## src/rtl/stream_mux_pkg.sv

```systemverilog
// Shared types and helpers for the round-robin / fixed-select stream multiplexer.
package stream_mux_pkg;

    typedef enum logic {
        IDLE   = 1'b0,
        LOCKED = 1'b1
    } state_e;

    localparam logic MODE_RR    = 1'b0;
    localparam logic MODE_FIXED = 1'b1;

    // Channel-index width; never narrower than one bit.
    function automatic int unsigned sel_width(input int unsigned channels);
        return (channels > 32'd2) ? 32'($clog2(channels)) : 32'd1;
    endfunction

endpackage

```

## src/rtl/rr_arbiter.sv

```systemverilog
// Combinational round-robin pick: first requester after last_grant, wrapping to the lowest index.
module rr_arbiter #(
    parameter  int unsigned CHANNELS = 3,
    localparam int unsigned SELW     = stream_mux_pkg::sel_width(CHANNELS)
) (
    input  logic [CHANNELS-1:0] req_i,
    input  logic [SELW-1:0]     last_grant_i,
    output logic [SELW-1:0]     grant_c,
    output logic                grant_valid_c
);

    logic            hi_found;
    logic            lo_found;
    logic [SELW-1:0] hi_idx;
    logic [SELW-1:0] lo_idx;

    // Lowest requester above last_grant wins; otherwise wrap to the lowest requester overall.
    always_comb begin
        hi_found = 1'b0;
        lo_found = 1'b0;
        hi_idx   = '0;
        lo_idx   = '0;
        for (int unsigned i = 0; i < CHANNELS; i++) begin
            if (req_i[i] && !hi_found && (SELW'(i) > last_grant_i)) begin
                hi_found = 1'b1;
                hi_idx   = SELW'(i);
            end
            if (req_i[i] && !lo_found) begin
                lo_found = 1'b1;
                lo_idx   = SELW'(i);
            end
        end
        grant_c       = hi_found ? hi_idx : lo_idx;
        grant_valid_c = |req_i;
    end

endmodule

```

## src/rtl/stream_mux_rr.sv

```systemverilog
// Packet-aware N:1 stream multiplexer with round-robin or fixed channel selection
// and a single registered output stage.
module stream_mux_rr
    import stream_mux_pkg::*;
#(
    parameter  int unsigned WIDTH    = 32,
    parameter  int unsigned CHANNELS = 3,
    localparam int unsigned SELW     = sel_width(CHANNELS)
) (
    input  logic                      CLK,
    input  logic                      RESET,
    input  logic                      MODE,
    input  logic [SELW-1:0]           SELECT,
    input  logic [CHANNELS-1:0]       IN_VALID,
    input  logic [CHANNELS*WIDTH-1:0] IN_DATA,
    input  logic [CHANNELS-1:0]       IN_LAST,
    output logic [CHANNELS-1:0]       IN_READY,
    output logic                      OUT_VALID,
    output logic [WIDTH-1:0]          OUT_DATA,
    output logic                      OUT_LAST,
    output logic [SELW-1:0]           OUT_CHANNEL,
    input  logic                      OUT_READY
);

    state_e           state_q, state_d;
    logic [SELW-1:0]  lock_ch_q, lock_ch_d;
    logic [SELW-1:0]  last_grant_q, last_grant_d;
    logic             out_valid_q, out_valid_d;
    logic [WIDTH-1:0] out_data_q, out_data_d;
    logic             out_last_q, out_last_d;
    logic [SELW-1:0]  out_ch_q, out_ch_d;

    logic [SELW-1:0]  rr_grant;
    logic             rr_valid;
    logic [SELW-1:0]  grant;
    logic             grant_valid;
    logic             sel_valid;
    logic             sel_last;
    logic [WIDTH-1:0] sel_data;
    logic             adv;
    logic             accept;

    rr_arbiter #(
        .CHANNELS (CHANNELS)
    ) u_rr_arbiter (
        .req_i         (IN_VALID),
        .last_grant_i  (last_grant_q),
        .grant_c       (rr_grant),
        .grant_valid_c (rr_valid)
    );

    // Grant selection and source mux; an out-of-range index matches no channel.
    always_comb begin
        grant     = rr_grant;
        sel_valid = 1'b0;
        sel_last  = 1'b0;
        sel_data  = '0;
        IN_READY  = '0;

        if (state_q == LOCKED) begin
            grant = lock_ch_q;
        end else if (MODE == MODE_FIXED) begin
            grant = SELECT;
        end

        for (int unsigned i = 0; i < CHANNELS; i++) begin
            if (grant == SELW'(i)) begin
                sel_valid = IN_VALID[i];
                sel_last  = IN_LAST[i];
                sel_data  = IN_DATA[i*WIDTH +: WIDTH];
            end
        end

        grant_valid = ((state_q == IDLE) && (MODE == MODE_RR)) ? rr_valid : sel_valid;
        adv         = !out_valid_q || OUT_READY;
        accept      = grant_valid && adv && !RESET;

        for (int unsigned i = 0; i < CHANNELS; i++) begin
            IN_READY[i] = accept && (grant == SELW'(i));
        end
    end

    // Next-state: packet lock FSM, fairness pointer and output register load.
    always_comb begin
        state_d      = state_q;
        lock_ch_d    = lock_ch_q;
        last_grant_d = last_grant_q;
        out_valid_d  = out_valid_q;
        out_data_d   = out_data_q;
        out_last_d   = out_last_q;
        out_ch_d     = out_ch_q;

        if (accept) begin
            if (sel_last) begin
                state_d      = IDLE;
                last_grant_d = grant;
            end else if (state_q == IDLE) begin
                state_d   = LOCKED;
                lock_ch_d = grant;
            end
        end

        if (adv) begin
            out_valid_d = accept;
            if (accept) begin
                out_data_d = sel_data;
                out_last_d = sel_last;
                out_ch_d   = grant;
            end
        end
    end

    always_ff @(posedge CLK) begin
        if (RESET) begin
            state_q      <= IDLE;
            lock_ch_q    <= '0;
            last_grant_q <= SELW'(CHANNELS - 1);
            out_valid_q  <= 1'b0;
            out_data_q   <= '0;
            out_last_q   <= 1'b0;
            out_ch_q     <= '0;
        end else begin
            state_q      <= state_d;
            lock_ch_q    <= lock_ch_d;
            last_grant_q <= last_grant_d;
            out_valid_q  <= out_valid_d;
            out_data_q   <= out_data_d;
            out_last_q   <= out_last_d;
            out_ch_q     <= out_ch_d;
        end
    end

    assign OUT_VALID   = out_valid_q;
    assign OUT_DATA    = out_data_q;
    assign OUT_LAST    = out_last_q;
    assign OUT_CHANNEL = out_ch_q;

endmodule

```

## config.mk

```make
export PLATFORM = sky130hd
export DESIGN_NAME = stream_mux_rr
export DESIGN_NICKNAME = d
export VERILOG_FILES = /design/src/rtl/stream_mux_pkg.sv /design/src/rtl/rr_arbiter.sv /design/src/rtl/stream_mux_rr.sv
export SDC_FILE = /design/constraint.sdc
export NUM_CORES = 1
export LEC_CHECK = 0
export CORE_MARGIN = 4
export CORE_UTILIZATION = 37
export DETAILED_ROUTE_END_ITERATION = 12
export GPL_TIMING_DRIVEN = 0
export PLACE_DENSITY = 0.89
export SETUP_SLACK_MARGIN = 0.02
export SKIP_CTS_REPAIR_TIMING = 1
export SLEW_MARGIN = 30
export SYNTH_ARGS = -nofsm -noshare
export SYNTH_HDL_FRONTEND = slang
export SYNTH_SLANG_ARGS = --single-unit
export TNS_END_PERCENT = 10
```

## constraint.sdc

```tcl
create_clock -name CLK -period 2.4 [get_ports CLK]
set_clock_uncertainty 0.05 [all_clocks]
set_input_delay 0.48 -clock CLK [delete_from_list [all_inputs] [get_ports CLK]]
set_output_delay 0.48 -clock CLK [all_outputs]
set_load 0.02 [all_outputs]
```

Word level (Yosys, flattened, before mapping)
Cells that the tools add are included.
{ "totals": {"ff_bits": 41, "input_bits": 108} }
{ "op_classes": {"n_lt_le_gt_ge": 3, "eq_ne": 2, "mux": 23, "n_bitwise": 3, "reduce_logical": 25} }
{ "op_table": {"columns": ["op", "n"], "rows": [
  ["2-to-1 mux 32 bit", 3],
  ["2-to-1 mux 1 bit", 15],
  ["logical AND 1 bit", 13],
  ["2-to-1 mux 2 bit", 5],
  ["logical NOT 1 bit", 6],
  ["greater-than comparator 1 x 2 -> 1 bit, first input constant", 2],
  ["AND reduction 2 bit", 2],
  ["NOT 1 bit", 3],
  ["AND reduction 3 bit", 1],
  ["OR reduction 3 bit", 1],
  ["== test 2 x 1 -> 1 bit, second input constant", 1],
  ["== test 2 bit, second input constant", 1],
  ["greater-than comparator 2 bit, first input constant", 1],
  ["logical NOT 2 bit", 1],
  ["logical OR 1 bit", 1]
]} }

Longest topological paths before layout
Gate-level depths: netlist (run 1).
{ "logic_depth": {"word_depth": 22, "depth_mapped": 9, "mapped_depth_nobuf": 8} }

Modules after synthesis
Synthesis (run 1) repeated with hierarchy kept, for this count alone.
{ "unflattened": {"hier_cells": 309, "hier_area_um2": 2301.0} }
{ "modules_own_cells": {"columns": ["module", "instances", "cells_per_inst", "area_per_inst_um2", "seq_area_each_um2"], "rows": [
  ["stream_mux_rr", 1, 302, 2255.9, 820.8],
  ["rr_arbiter", 1, 7, 45.0, 0.0]
]} }

Worst setup path before layout (run 1)
OpenSTA, ideal clock, no wires.
{ "synth_timing": {"path_type": "input to output", "start": "input port IN_VALID[2]", "end": "output port IN_READY[0]", "t_arrival_ns": 2.042, "required_ns": 1.870, "slack_ns": -0.172, "path_stages": 6, "path_buffers": 0, "cell_sequence": "nor3b_1 a221oi_2 a221o_1 nand3_1 a21o_2 nor3_1"} }
{ "synth_between": {"elab_chain_len": 14} }
{ "synth_lines": {"columns": ["item", "line_no", "source"], "rows": [
  ["from (decl)", "stream_mux_rr.sv:14", "input logic [CHANNELS-1:0] IN_VALID,"],
  ["logical AND 1 bit (2 in a row)", "rr_arbiter.sv:24", "if (req_i[i] && !hi_found && (SELW'(i) > last_grant_i)) begin"],
  ["2-to-1 mux 2 bit / 2-to-1 mux 1 bit (equally long branches)", "rr_arbiter.sv:24", null],
  ["2-to-1 mux 2 bit", "rr_arbiter.sv:33", "grant_c = hi_found ? hi_idx : lo_idx;"],
  ["2-to-1 mux 2 bit", "stream_mux_rr.sv:62", "end else if (MODE == MODE_FIXED) begin"],
  ["2-to-1 mux 2 bit", "stream_mux_rr.sv:60", "if (state_q == LOCKED) begin"],
  ["logical NOT 2 bit", "stream_mux_rr.sv:67, stream_mux_rr.sv:79", null],
  ["2-to-1 mux 1 bit (3 in a row)", "stream_mux_rr.sv:67", "if (grant == SELW'(i)) begin"],
  ["2-to-1 mux 1 bit", "stream_mux_rr.sv:74", "grant_valid = ((state_q == IDLE) && (MODE == MODE_RR)) ? rr_valid : sel_valid;"],
  ["logical AND 1 bit (2 in a row)", "stream_mux_rr.sv:76", "accept = grant_valid && adv && !RESET;"],
  ["logical AND 1 bit (*)", "stream_mux_rr.sv:79", "IN_READY[i] = accept && (grant == SELW'(i));"],
  ["to (decl)", "stream_mux_rr.sv:17", "output logic [CHANNELS-1:0] IN_READY,"]
]} }
Mark *: on every way between the ends. The rest lies on a longest branch, timed or not.

Final worst setup path (run 1)
{ "layout_timing": {"start": "register last_grant_q[1]", "end": "output port IN_READY[1]"} }
{ "layout_between": {"elab_chain_len": 22} }
{ "layout_lines": {"columns": ["item", "line_no", "source"], "rows": [
  ["from (decl)", "stream_mux_rr.sv:27", "logic [SELW-1:0] last_grant_q, last_grant_d;"],
  ["from (signal assigned)", "stream_mux_rr.sv:117", "last_grant_q <= SELW'(CHANNELS - 1);"],
  ["from (signal assigned)", "stream_mux_rr.sv:125", "last_grant_q <= last_grant_d;"],
  ["greater-than comparator 1 x 2 -> 1 bit", "rr_arbiter.sv:24", null],
  ["logical AND 1 bit", "rr_arbiter.sv:24", null],
  ["2-to-1 mux 1 bit", "rr_arbiter.sv:24", null],
  ["logical NOT 1 bit", "rr_arbiter.sv:24", null],
  ["logical AND 1 bit (2 in a row)", "rr_arbiter.sv:24", null],
  ["2-to-1 mux 1 bit", "rr_arbiter.sv:24", null],
  ["logical NOT 1 bit", "rr_arbiter.sv:24", null],
  ["logical AND 1 bit (2 in a row)", "rr_arbiter.sv:24", null],
  ["2-to-1 mux 2 bit / 2-to-1 mux 1 bit (equally long branches)", "rr_arbiter.sv:24", null],
  ["2-to-1 mux 2 bit (*)", "rr_arbiter.sv:33", null],
  ["2-to-1 mux 2 bit (*)", "stream_mux_rr.sv:62", null],
  ["2-to-1 mux 2 bit (*)", "stream_mux_rr.sv:60", null],
  ["logical NOT 2 bit", "stream_mux_rr.sv:67", null],
  ["2-to-1 mux 1 bit (3 in a row)", "stream_mux_rr.sv:67", null],
  ["2-to-1 mux 1 bit", "stream_mux_rr.sv:74", null],
  ["logical AND 1 bit (2 in a row)", "stream_mux_rr.sv:76", null],
  ["logical AND 1 bit (*)", "stream_mux_rr.sv:79", null]
]} }
Marked as above.

==> results of run 1 <==
state kept, by name (all words and copies together) (netlist names):
register	cells
state_q	1
lock_ch_q	2
OUT_VALID	1
OUT_CHANNEL	2
last_grant_q	2
OUT_LAST	1
OUT_DATA	32
through the flow:
stage | area (um2) | std cells | setup TNS (ns)
2_1_floorplan | 2280 | 279 | 0
3_3_place_gp | 3840 | 500 | -20.83
3_5_place_dp | 3840 | 500 | -23.55
4_1_cts | 3960 | 508 | -11.90
5_1_grt | 4140 | 523 | -0.664
6_report | 4140 | 523 | -0.399
synth_stat cells, drive strengths merged:
cell type and number:
a21oi 69, dfxtp 41, nor2 40, o21ai 35
mux2i 34, buf 17, clkbuf 6, nand2 6
inv 5, nor3 3, a21o 2, a221o 2
nand3 2, nor2b 2, o221a 2, a221oi 1
a2bb2oi 1, a31o 1, a32o 1, and4b 1
and4bb 1, nand2b 1, nand3b 1, nor3b 1
o21a 1, o311a 1, or2 1, or4b 1
area by class of cell:
class                   instances  area (um2)  share of cell area [%]
plain buffers                  23         161                    3.90
clock buffers                   7        86.3                    2.09
clock inverters                 1        30.0                   0.725
inverters                       5        18.8                   0.453
multi-input cells             210        1360                    32.9
flip-flops and latches         41         823                    19.9
well taps                      75        93.8                    2.27
repair buffers                161        1560                    37.7
power by group through the flow:
stage | combinational [W] | clock [W] | sequential (W)
floorplan | 0.000616 | 0 | 0.000980
global placement | 0.00125 | 0 | 0.000862
detailed placement | 0.00127 | 0 | 0.000867
CTS | 0.00128 | 0.000579 | 0.000854
global route | 0.00150 | 0.000610 | 0.000870
finish | 0.00139 | 0.000571 | 0.000858
layer usage:
metal  vias up  global-route usage [%]  part of all wire (%)
met1      1243                    23.2                    37
met4         0                    6.80                   1.9
li1       1330                       -                     -
met3        15                    6.56                   8.6
met5         -                       0                     0
met2       109                    40.2                    52
placed cells by master (no fill, tap or decap), drive strengths merged, types with 3 or more instances in the layout:
master and n:
dfxtp 41, buf 35, o21ai 35, mux2i 34
inv 5, a21oi 69, clkdlybuf4s50 138, nor3 3
nand2 6, nor2 40, clkbuf 17
cells by family (layout without fill, tap and decap cells):
kind of cell,count (synthesis),after routing,synth area share (%)
AOI/OAI and AO/OA,116,116,29.6
and+or+nand+nor,60,60,12.4
DFF,41,41,36.1
muxes,34,34,15.1
buffers and inverters,28,197,6.77
final timing paths:
check / slack, ns / endpoint / start
worst min-delay path: 0.43 / OUT_CHANNEL[1] / OUT_CHANNEL[1]
worst max register to register: 0.13 / OUT_DATA[23] / last_grant_q[1]
worst min register to register: 0.43 / OUT_CHANNEL[1] / OUT_CHANNEL[1]
worst max-delay path: -0.16 / IN_READY[1] / last_grant_q[1]
critical path: stages (launching register included):
cell and delay (ns):
sky130_fd_sc_hd__dfxtp_2 0.34, sky130_fd_sc_hd__or4b_4 0.52, sky130_fd_sc_hd__o311a_4 0.16, sky130_fd_sc_hd__nor2_4 0.14
sky130_fd_sc_hd__buf_8 0.12, sky130_fd_sc_hd__buf_12 0.10, sky130_fd_sc_hd__and4b_1 0.22, sky130_fd_sc_hd__buf_6 0.13
==> qor.yml, run 1 <==
postRouteWirelength_mm: 8.50
synth-seq-cells: 41
max_ir_drop_vdd_mv: 0.498
totalPowerFinal_w: 0.00282
synth.largest_area_cell: "sky130_fd_sc_hd__dfxtp_1"
tritoncts_num_sinks: 41
nFillCells: 516
worstRegToRegCells: 11
timing.slew.headroom_pct: 69.0
share_seq_of_total_power_pct: 30.5
floorplan.initialDensity_pct: 38.2
setup_ws_ns: -0.156
worstSetupPathType: "reg -> out"
clock_tree.buffer_depth: 2
ys_warnings: 0
timing_max_transition_violations_final: 0
cts.clk_slew.worst_paths_ns: 0.08
p_leak_nw: 1.66
setup.worst_path.start_class: "register"
tightestPinTransition_ns: 0.465
area_growth_pct: 82.1
routed-via-count: 2697
fmaxAchievable_mhz: 391
synthesis.instances: 279
detail_route_antenna_nets: 0
tritoncts: "done"
routability_cong: 0.891
critPathRequiredTime_ns: 1.87
outcome: "finished, violations left"
nets: 555
finalHoldWorstSlack_ns: 0.426
cts_max_level: 2
core_um2: 5960
p_int_w: 0.00184
clock_latency_ns: 0.28
fp.dieW_um: 86.4
arrival_time_reported_for_the_critical_path_endpoint_ns: 2.03
power.switching_w: 0.000979
share_comb_of_total_power_pct: 49.3
power.switching_fraction_pct: 34.8
detail_route.drc_violations: 0
final_period_minus_worst_setup_slack_ns: 2.56
port_buffers: 146
crit_path_max_fanout: 5
rsz0062_at_grt: "yes"
drt_iter0_drc: 72
cts_buffers: 5
diodes: 0
holdCritPathClass: "reg -> reg"
syn-mean-instance-area_um2: 8.15
grt_pass1_vias: 2742
overflow: 0
setup.worst_path.end_class: "output port"
grt_pass1_wl_mm: 12.9
initial_antenna_violation_count: 0
total_routing_resource_utilization_after_global_routing_pct: 21.6
netlist_area_um2: 2270
avgViaCountPerCell: 5.16
final-hold-violation-count: 0
power_density_nw_per_um2: 680
cap_violations: 0
setup_viol: 3
dr.pass1.iters: 4
finalCoreUtilization_pct: 69.5
final_min_period_over_clock_period_pct: 107
hold-path-cell-count: 2
grt_max_degree: 13
dp_hpwl_mm: 6.47
failing_checks: "setup timing"
syn-num-nets: 387
post_synth_main_area_contributors: "sky130_fd_sc_hd__dfxtp_1, sky130_fd_sc_hd__a21oi_1, sky130_fd_sc_hd__mux2i_1"
cts_root_buf: "sky130_fd_sc_hd__clkbuf_8"
synth_largest_type_area_fraction_pct: 36.1
clkPwrFrac_pct: 20.3
io_pins: 147
share_of_final_layout_standard_cells_stronger_than_drive_strength_1_pct: 15.2
routed_wire_length_per_instance_um: 16.2
floorplan.die_area_um2: 7460
dp_slack_ns: -1.22
synth.yosys.seq_area_share_pct: 36.1
chipHeight_um: 86.4
num_rows: 28
synthDistinctLibCells: 38
Power figures use the tool's default switching activity.
==> run 2: changes to the inputs <==
--- a/config.mk
+++ b/config.mk
@@ -10,6 +10,7 @@
 export DETAILED_ROUTE_END_ITERATION = 12
 export GPL_TIMING_DRIVEN = 0
 export PLACE_DENSITY = 0.89
+export REMOVE_ABC_BUFFERS = 1
 export SETUP_SLACK_MARGIN = 0.02
 export SKIP_CTS_REPAIR_TIMING = 1
 export SLEW_MARGIN = 30
==> run 2 against run 1 <==
Net effect: flip-flop and latch count is the same; maximum frequency decreased by 8.8%; routed wire length up 4.6%; global-route usage decreased by 1.5 points; largest power group unchanged; critical path depth increased by 3; first-iteration DRC count rose by 110%; the run still ends with setup timing left; highest routed layer unchanged; power down 1.3%; die area unchanged; sequential power about the same.
==> qor.yml, run 2 (same netlist as run 1, synthesis figures left out) <==
cp_common_cell: "sky130_fd_sc_hd__clkbuf_2"
setup.reg_to_reg.worst_slack_ns: -0.07
rsz0062_at_grt: "yes"
num_rows: 28
timing.critical_path.depth: 10
detail_route_antenna_nets: 0
nets: 540
hold_path.startpoint: "OUT_CHANNEL[1]"
total_routing_resource_utilization_after_global_routing_pct: 20.1
timing_max_transition_violations_final: 0
largest_reg_flops: 32
initial_antenna_violation_count: 0
totalPowerFinal_w: 0.00278
nFillCells: 473
register_area_um2: 823
holdCritPathClass: "reg -> reg"
timing.critical_path.slowest_cell_delay_ns: 0.30
startpoint_of_the_most_critical_register_to_register_path: "state_q"
tightestPinTransition_ns: 0.903
chipHeight_um: 86.4
io_pins: 147
cts.clk_slew.worst_paths_ns: 0.08
dp_hpwl_mm: 5.98
fp.dieW_um: 86.4
crit_path_top_delay_cell: "sky130_fd_sc_hd__nor3_2"
port_buffers: 146
routed_wire_length_per_instance_um: 17.5
cts_root_buf: "sky130_fd_sc_hd__clkbuf_8"
diodes: 0
worstSetupPathType: "in -> out"
clock_tree.buffer_depth: 2
setup_ws_ns: -0.403
outcome: "finished, violations left"
cap_violations: 0
critPathCapture: "IN_READY[2]"
worst_setup_path_startpoint: "MODE"
failing_checks: "setup timing"
worstRegToRegCells: 8
setup.worst_path.end_class: "output port"
grt_max_degree: 39
critical_path.n_buffers_inverters: 4
grt_pass1_vias: 2557
setup_viol: 35
dr.pass1.iters: 4
power_density_nw_per_um2: 675
final_common_cell: "sky130_fd_sc_hd__clkdlybuf4s50_1"
cts_max_level: 2
drt_iter0_drc: 149
share_of_final_layout_standard_cells_stronger_than_drive_strength_1_pct: 13.9
floorplan.die_area_um2: 7460
p_leak_nw: 1.64
finalCoreUtilization_pct: 69.2
fmaxAchievable_mhz: 357
area_growth_pct: 81.2
avgViaCountPerCell: 5.35
tritoncts: "done"
crit_path_max_fanout: 7
arrival_time_reported_for_the_critical_path_endpoint_ns: 2.27
core_um2: 5960
multi_input_area_um2: 1390
routability_cong: 0.799
final_min_period_over_clock_period_pct: 117
overflow: 0
crit_chain: "clkbuf_2 > nor3_2 > nand2_2 > a2bb2oi_4 > clkbuf_16 > mux2i_4 > a21oi_4 > nand2_1 > inv_2 > clkbuf_2"
final_period_minus_worst_setup_slack_ns: 2.80
clock_latency_ns: 0.29
postRouteWirelength_mm: 8.88
max_ir_drop_vdd_mv: 0.451
tritoncts_num_sinks: 41
floorplan.initialDensity_pct: 38.2
crit_family: "simple AND/OR/NAND/NOR gates"
detail_route.drc_violations: 0
cts_buffers: 5
setup.worst_path.start_class: "input pin"
grt_pass1_wl_mm: 11.8
critPathRequiredTime_ns: 1.87
timing.slew.headroom_pct: 39.4
layout_common_cells: "sky130_fd_sc_hd__clkdlybuf4s50_1, sky130_fd_sc_hd__a21oi_1, sky130_fd_sc_hd__dfxtp_1, sky130_fd_sc_hd__nor2_1, sky130_fd_sc_hd__mux2i_1"
routed-via-count: 2718
finalHoldWorstSlack_ns: 0.451
reg2reg_to: "last_grant_q[1]"
final-hold-violation-count: 0
==> run 2: report_power, final <==
part | switching (W) | internal (W)
sequential | 0.0000685 | 0.000791
clock | 0.000234 | 0.000260
combinational | 0.000701 | 0.000725
==> run 2: layout make-up <==
class | instances | share of cell area, %
Clock buffer | 7 | 2.34
Clock inverter | 1 | 0.122
Inverter | 5 | 0.456
Multi-Input combinational cell | 212 | 33.8
Sequential cell | 41 | 20.0
Tap cell | 75 | 2.28
Timing Repair Buffer | 167 | 41.0
==> run 2: layer usage <==
metal,wire length (um),vias up,GRT usage (%)
li1,-,1312,-
met3,837,14,6.75
met5,0,-,0
met2,4570,121,36.8
met1,3300,1271,21.6
met4,172,0,6.37
==> run 2: how the worst min path moves through the flow <==
stage	to	depth (start not counted)
floorplan	last_grant_q[0]	1
global placement	OUT_CHANNEL[1]	2
detailed placement	OUT_CHANNEL[0]	2
CTS	OUT_CHANNEL[1]	2
global route	OUT_CHANNEL[1]	2
finish	OUT_CHANNEL[1]	2
==> run 2: through the flow <==
step,TNS (ns),setup slack [ns],cells,cell area (um2)
2_1_floorplan,-26.03,-0.921,256,2140
3_3_place_gp,-93.83,-2.75,477,3690
3_5_place_dp,-47.22,-1.77,482,3830
4_1_cts,-34.74,-1.77,490,3930
5_1_grt,-5.93,-0.479,508,4120
6_report,-2.11,-0.403,508,4120
==> run 2: tightest hold or removal path, cell delays in order, from the launching register on <==
cell	delay, ns
sky130_fd_sc_hd__dfxtp_1	0.33
sky130_fd_sc_hd__nand2_1	0.06
sky130_fd_sc_hd__a21oi_1	0.06
